==> config.mk <==
export PLATFORM = sky130hd
export DESIGN_NAME = player_keys_flat
export DESIGN_NICKNAME = d
export VERILOG_FILES = /design/src/rtl/player_keys_pkg.sv /design/src/rtl/player_keys_if.sv /design/src/rtl/key_channel.sv /design/src/rtl/player_keys.sv /design/src/flat_wrapper.sv
export SDC_FILE = /design/constraint.sdc
export NUM_CORES = 1
export LEC_CHECK = 0
export ABC_AREA = 1
export CAP_MARGIN = 20
export CORE_ASPECT_RATIO = 1.1
export CORE_MARGIN = 4
export CORE_UTILIZATION = 40
export CTS_CLUSTER_DIAMETER = 120
export DETAILED_ROUTE_END_ITERATION = 10
export HOLD_SLACK_MARGIN = 0.05
export PLACE_DENSITY = 0.6
export RECOVER_POWER = 50
export SLEW_MARGIN = 10
export SYNTH_ARGS = -nofsm -noshare
export SYNTH_HDL_FRONTEND = slang
export SYNTH_SLANG_ARGS = --single-unit
export TNS_END_PERCENT = 10
==> constraint.sdc <==
create_clock -name clk -period 1 [get_ports clk]
set_input_delay 0.2 -clock clk [delete_from_list [all_inputs] [get_ports clk]]
set_output_delay 0.2 -clock clk [all_outputs]
set_load 0.05 [all_outputs]
==> src/rtl/player_keys_pkg.sv <==
// player_keys_pkg: shared key-channel state type and constants
package player_keys_pkg;
    typedef enum logic [1:0] {K_IDLE, K_PRESS, K_HELD, K_RELEASE} kstate_t;
    localparam logic KEY_RELEASED = 1'b1;
endpackage

==> src/rtl/player_keys_if.sv <==
// player_keys_if: raw keys and enable in, move pulses out
interface player_keys_if;
    logic key_l_n;
    logic key_r_n;
    logic enable;
    logic L;
    logic R;
    modport master (output key_l_n, key_r_n, enable, input L, R);
    modport slave (input key_l_n, key_r_n, enable, output L, R);
endinterface

==> src/rtl/key_channel.sv <==
// key_channel: synchronize, debounce and pulse one active-low pushbutton
module key_channel
    import player_keys_pkg::*;
#(
    parameter int DEBOUNCE_CYCLES = 4
) (
    input  logic clk,
    input  logic reset,
    input  logic key_n,
    input  logic enable,
    output logic pulse
);
    localparam int CW = $clog2(DEBOUNCE_CYCLES + 1);
    localparam logic [CW-1:0] ONE = CW'(1);
    localparam logic [CW-1:0] LAST = CW'(DEBOUNCE_CYCLES);
    logic [1:0] sync;
    logic [CW-1:0] cnt;
    kstate_t st;
    logic s;
    logic done;
    assign s = ~sync[1];
    assign done = (cnt + ONE) == LAST;
    always_ff @(posedge clk) begin
        if (reset) begin
            sync <= {2{KEY_RELEASED}};
            st <= K_IDLE;
            cnt <= '0;
            pulse <= 1'b0;
        end else begin
            sync <= {sync[0], key_n};
            pulse <= 1'b0;
            case (st)
                K_IDLE:
                    if (s) begin
                        if (DEBOUNCE_CYCLES == 1) begin
                            st <= K_HELD;
                            pulse <= enable;
                        end else begin
                            st <= K_PRESS;
                            cnt <= ONE;
                        end
                    end
                K_PRESS:
                    if (!s) begin
                        st <= K_IDLE;
                        cnt <= '0;
                    end else if (done) begin
                        st <= K_HELD;
                        cnt <= '0;
                        pulse <= enable;
                    end else
                        cnt <= cnt + ONE;
                K_HELD:
                    if (!s) begin
                        st <= (DEBOUNCE_CYCLES == 1) ? K_IDLE : K_RELEASE;
                        cnt <= (DEBOUNCE_CYCLES == 1) ? '0 : ONE;
                    end
                K_RELEASE:
                    // a high sample during release is bounce: back to held, never a new press
                    if (s) begin
                        st <= K_HELD;
                        cnt <= '0;
                    end else if (done) begin
                        st <= K_IDLE;
                        cnt <= '0;
                    end else
                        cnt <= cnt + ONE;
                default: begin
                    st <= K_IDLE;
                    cnt <= '0;
                end
            endcase
        end
    end
endmodule

==> src/rtl/player_keys.sv <==
// player_keys: two independent debounced key channels producing L/R move pulses
module player_keys #(
    parameter int DEBOUNCE_CYCLES = 4
) (
    input logic clk,
    input logic reset,
    player_keys_if.slave io
);
    key_channel #(.DEBOUNCE_CYCLES(DEBOUNCE_CYCLES)) u_left (
        .clk(clk),
        .reset(reset),
        .key_n(io.key_l_n),
        .enable(io.enable),
        .pulse(io.L)
    );
    key_channel #(.DEBOUNCE_CYCLES(DEBOUNCE_CYCLES)) u_right (
        .clk(clk),
        .reset(reset),
        .key_n(io.key_r_n),
        .enable(io.enable),
        .pulse(io.R)
    );
endmodule

==> src/flat_wrapper.sv <==
// flat-port wrapper written by rule: the top's interface ports become plain ports
module player_keys_flat 
#(
    parameter int DEBOUNCE_CYCLES = 4
)
  (clk, reset, io_key_l_n, io_key_r_n, io_enable, io_L, io_R);
  player_keys_if io_i ();
  input logic clk;
  input logic reset;
  input wire logic [$bits(io_i.key_l_n)-1:0] io_key_l_n;
  input wire logic [$bits(io_i.key_r_n)-1:0] io_key_r_n;
  input wire logic [$bits(io_i.enable)-1:0] io_enable;
  output wire logic [$bits(io_i.L)-1:0] io_L;
  output wire logic [$bits(io_i.R)-1:0] io_R;
  assign io_i.key_l_n = io_key_l_n;
  assign io_i.key_r_n = io_key_r_n;
  assign io_i.enable = io_enable;
  assign io_L = io_i.L;
  assign io_R = io_i.R;
  player_keys #(.DEBOUNCE_CYCLES(DEBOUNCE_CYCLES)) u_core (.clk(clk), .reset(reset), .io(io_i));
endmodule
Yosys cells after proc, flatten, opt, wreduce, memory -nomap -nowiden. Cells that the tools add are included.

Bits in registers: 16. Output and inout bits: 2. Word-level logic and storage cells: 64.

Add/subtract/negate cells: 2. Equal/unequal tests: 16. Muxes and demuxes: 26. Bitwise gates (word level): 4. Reduce and logical (&&, ||, !) cells: 8.

Operators with widths (number): 3-bit 2-to-1 mux (10); 2-bit 2-to-1 mux (12); 3-bit one-hot mux with 4 select lines (2); 2-bit one-hot mux with 4 select lines (2); 3-bit inequality test, second input constant (4); 2-bit equality test, second input constant (4); 2-bit inequality test, second input constant (4); 4-bit AND reduction (2); 4-bit OR reduction (2); 3-bit by 1-bit adder with 3-bit output, second input constant (2); 3-bit equality test, second input constant (2); 2-bit by 1-bit equality test with 1-bit output, second input constant (2); 2-bit zero test (2); 1-bit NOT (4); 2-bit AND reduction (2).

Longest topological paths before layout.
Depth in word-level cells: 5. Mapped depth: 7.

Hierarchy. From an unflattened synthesis, not the netlist that was laid out.

Cell total of the unflattened synthesis: 82. Area total of the unflattened synthesis: 683.2 um^2.

By module, submodules not included: key_channel (instances 2, cells an instance 41, area an instance 341.6 um^2, sequential area each 160.2 um^2).

Least setup slack after synthesis. No wires, ideal clock.

Path type: reg2reg. Start point: register u_core.u_right.cnt[0]. End point: register u_core.u_right.cnt[2]. Setup time: 118 ps. Arrival: 868 ps. Required time: 882 ps. Path slack: 14 ps. Stages on the path, launching flop included: 8. Path buffers: 0. Cells stage by stage: dfxtp_1 > ha_1 > inv_1 > ha_1 > nand2_1 > inv_1 > nand2_1 > a21oi_1.

Longest elaborated chain between the ends: 5. Elaborated cells between the ends (all ways): 6. Classes of those cells: add/sub (1); eq/ne (1); mux (4).

RTL lines: start: declaration (line key_channel.sv:17) `logic [CW-1:0] cnt;`; start signal: assignment (line key_channel.sv:52) `cnt <= cnt + ONE;`; start signal: assignment (line key_channel.sv:56) `cnt <= (DEBOUNCE_CYCLES == 1) ? '0 : ONE;`; start signal: assignment (line key_channel.sv:67) `cnt <= cnt + ONE;`; 3-bit by 1-bit adder with 3-bit output (*) (line key_channel.sv:22, key_channel.sv:52, key_channel.sv:67); 3-bit equality test (line key_channel.sv:22) `assign done = (cnt + ONE) == LAST;`; 3-bit 2-to-1 mux (*) (line key_channel.sv:47, key_channel.sv:63); 3-bit 2-to-1 mux, on equally long branches (line key_channel.sv:60, key_channel.sv:44); 3-bit one-hot mux with 4 select lines (*) (line key_channel.sv:32) `case (st)`.

Mark *: on every way between the ends. The rest lies on a longest branch, timed or not. A chain may end at the register's enable or synchronous reset.

Worst setup path in the final report.
Start point: register u_core.u_right.cnt[1]. End point: register u_core.u_right.cnt[2].

The elaborated chain is that of the path after synthesis.

==> metrics.yaml <==
run_status:
  status: "finished, violations left"
  violations: "setup timing"
placed_design:
  postPlaceCellArea_um2: 802.0
  port_buffers: 6
  routabilityCongestion: 0.7545
  dp_hpwl_um: 875
pwr:
  p_clk_share_pct: 36.4
  cellPowerDensity_mw_per_mm2: 1174
  combPwrFrac_pct: 7.3
  p_int_uw: 917.0
  switchingPower_uw: 260.7
  p_seq_share_pct: 56.3
  leakagePower_uw: 0.0004096
  peakVddDrop_v: 0.0005501
  swShare_pct: 22.14
cells_and_area:
  drive_gt1_share_pct: 59.38
  syn_to_final_growth_pct: 45.29
  final_common_cell: "nand2_2"
  n_antenna_cell: 0
  final_cell_mix: "nand2_2 (11), inv_1 (8), inv_2 (8), dfxtp_1 (8), dfxtp_2 (8)"
  final_area_mm2: 0.001003
  fillers: 147
  nets: 108
  post-route-util_pct: 62.90
critical_path:
  cp_max_fo: 2
  crit_chain: "ha_4 -> inv_4 -> ha_4 -> nand2_2 -> inv_2 -> nand2_2 -> a21oi_2"
  r2r_cells: 7
  regToRegSetupSlack_ns: -0.02
  startpoint_type: "register"
  arrival_ns: 1.25
  rr_startpoint: "u_core.u_right.cnt[1]"
  slowest_delay_ns: 0.35
  regToRegEndpoint: "u_core.u_right.cnt[2]"
  startpoint: "u_core.u_right.cnt[1]"
  cp.required_ns: 1.23
  crit_type: "register to register"
  slowest_stage: "dfxtp_2"
  endpoint_kind: "register"
run:
  cap_violations: 0
floorplan:
  start_util_pct: 43.29
  fp.dieW_um: 47.62
  num_rows: 15
  core_mm2: 0.001595
  dieArea_mm2: 0.002456
  io_pins: 7
  die_h_um: 51.58
synthesis:
  seq_area_frac_synth_pct: 46.38
  yosys_register_bits: 16
  yosys.area_share.simple_pct: 23.73
  synth-xor-area-share_pct: 0
  synth_top_family_by_area: "simple AND/OR/NAND/NOR gates"
  synth_compound_area_share_pct: 9.058
  synthMuxAreaShare_pct: 0
  ys_types: 14
  synth_area_per_cell_um2: 8.321
  syn_inst: 83
  syn-cell-area_um2: 690.7
  synth_adder_area_share_pct: 10.87
  yosysWarnings: 0
  mappedNetlistNets: 94
sta:
  drv_slew: 0
  rsz0062_at_grt: "true"
  setup_viol: 4
  holdWs_ns: 0.4173
  layout_setup_ws_ns: -0.02474
  relSlewSlack_pct: 83.32
  hold_viol: 0
  fin_tns_setup_ns: -0.07202
  min_period_over_period_pct: 102.5
  worst_pin_slew_ns: 0.2499
  fin_crit_ns: 1.025
  timing.fmax_mhz: 975.9
  skew_ns: 0.0006831
grt:
  grt_pass1_wl_um: 2214
  antenna_found_initial: 0
  first_global_vias: 535
  overflow: 0
  track_usage_pct: 12.48
  grt_max_degree: 11
cts:
  clk_pin_slew_ns: 0.09
  clk_path_buf_depth: 2
  numCtsBuffers: 3
  clk_latency_ns: 0.29
  htree_levels: 1
  root_buffer: "clkbuf_4"
  cts.sinks: 16
  cts_hold_buf: 0
  cts_tree: "done"
route:
  wl_um: 1294
  ant_nets: 0
  num_vias: 566
  drc_errors: 0
  dr.first_iter.drc_count: 4
  vias_per_cell: 5.009
  drt-wirelength-per-cell_um: 11.45
  drt_pass1_iterations: 4
worst_hold_path:
  whs_path_depth: 1
  whs_endpoint: "u_core.u_right.sync[1]"
  hp-class: "register to register"
  min_from: "u_core.u_right.sync[0]"
[cell usage after synthesis]
cell type / n / area share (%)
o22ai_1: 2 / 1.8
dfxtp_1: 16 / 46
nand4_1: 4 / 3.6
a21oi_1: 8 / 5.8
nand2_4: 2 / 3.3
o21ai_1: 2 / 1.4
ha_1: 6 / 11
inv_1: 13 / 7.1
or2_1: 4 / 3.6
nand2_2: 4 / 3.6
buf_2: 1 / 0.72
nor3_1: 2 / 1.4
inv_2: 4 / 2.2
nand2_1: 15 / 8.2
[power groups by stage]
stage	Sequential, µW	Combinational [µW]	Clock [µW]
after CTS	663	72.4	442
after global placement	675	64.3	0
after detailed placement	675	66.2	0
after floorplan	673	38.1	0
final	664	85.5	429
after global routing	665	95.6	464
[critical path: cells and delay by family (launching register included)]
family,cells,cell delay (ns)
flip-flops,1,0.35
AO/OA/AOI/OAI,1,0.12
AND/OR/NAND/NOR,2,0.11
buffers and inverters,2,0.11
adder cells (fa/ha/maj),2,0.29
[metal layers]
metal	vias up	global-route usage, %	part of all wire, %	routed length (µm)
li1	287	-	-	-
met1	266	16.14	45	577
met2	10	19.20	49	636
met3	3	3.114	4.6	60
met4	0	5.381	1.5	19
met5	-	0	0	0
[metrics by stage]
stage | setup WS, ns | instances | total power, µW
after global routing | -0.08192 | 113 | 1225
after detailed placement | -0.1394 | 107 | 741.7
final | -0.02474 | 113 | 1178
after global placement | -0.1402 | 107 | 739.4
after CTS | 0.001358 | 112 | 1178
after floorplan | 0.01379 | 83 | 711.3
[kinds of logic (layout without fill, tap and decap cells)]
logic type	Yosys count	in the layout
and+or+nand+nor	31	31
buffers and inverters	18	31
DFF	16	16
AOI/OAI and AO/OA	12	12
adders and majority gates	6	6
[area by class of cell]
| class | count | area [µm²] | area share (%) |
|---|---|---|---|
| Tap cell | 17 | 21.27 | 2.120 |
| Timing Repair Buffer | 10 | 110.1 | 10.97 |
| Inverter | 17 | 66.31 | 6.608 |
| Sequential cell | 16 | 330.3 | 32.92 |
| Clock buffer | 4 | 36.28 | 3.616 |
| Multi-Input combinational cell | 49 | 439.2 | 43.77 |
[how the worst max path moves through the flow]
stage                     cells past startpoint  slack, ns                endpoint
after detailed placement                      3      -0.14  u_core.u_right.sync[0]
final                                         7      -0.02   u_core.u_right.cnt[2]
after global routing                          7      -0.08    u_core.u_left.cnt[2]
after floorplan                               7       0.01   u_core.u_right.cnt[2]
after global placement                        3      -0.14   u_core.u_left.sync[0]
after CTS                                     7      0.001    u_core.u_left.cnt[2]
[timing repair]
action / CTS / global route
endpoints found under the setup margin: 10 / 11
gates cloned: 0 / 0
pin swaps: 3 / 11
gates resized for setup: 14 / 31
setup buffers: 1 / 1
Power figures use the tool's default switching activity.
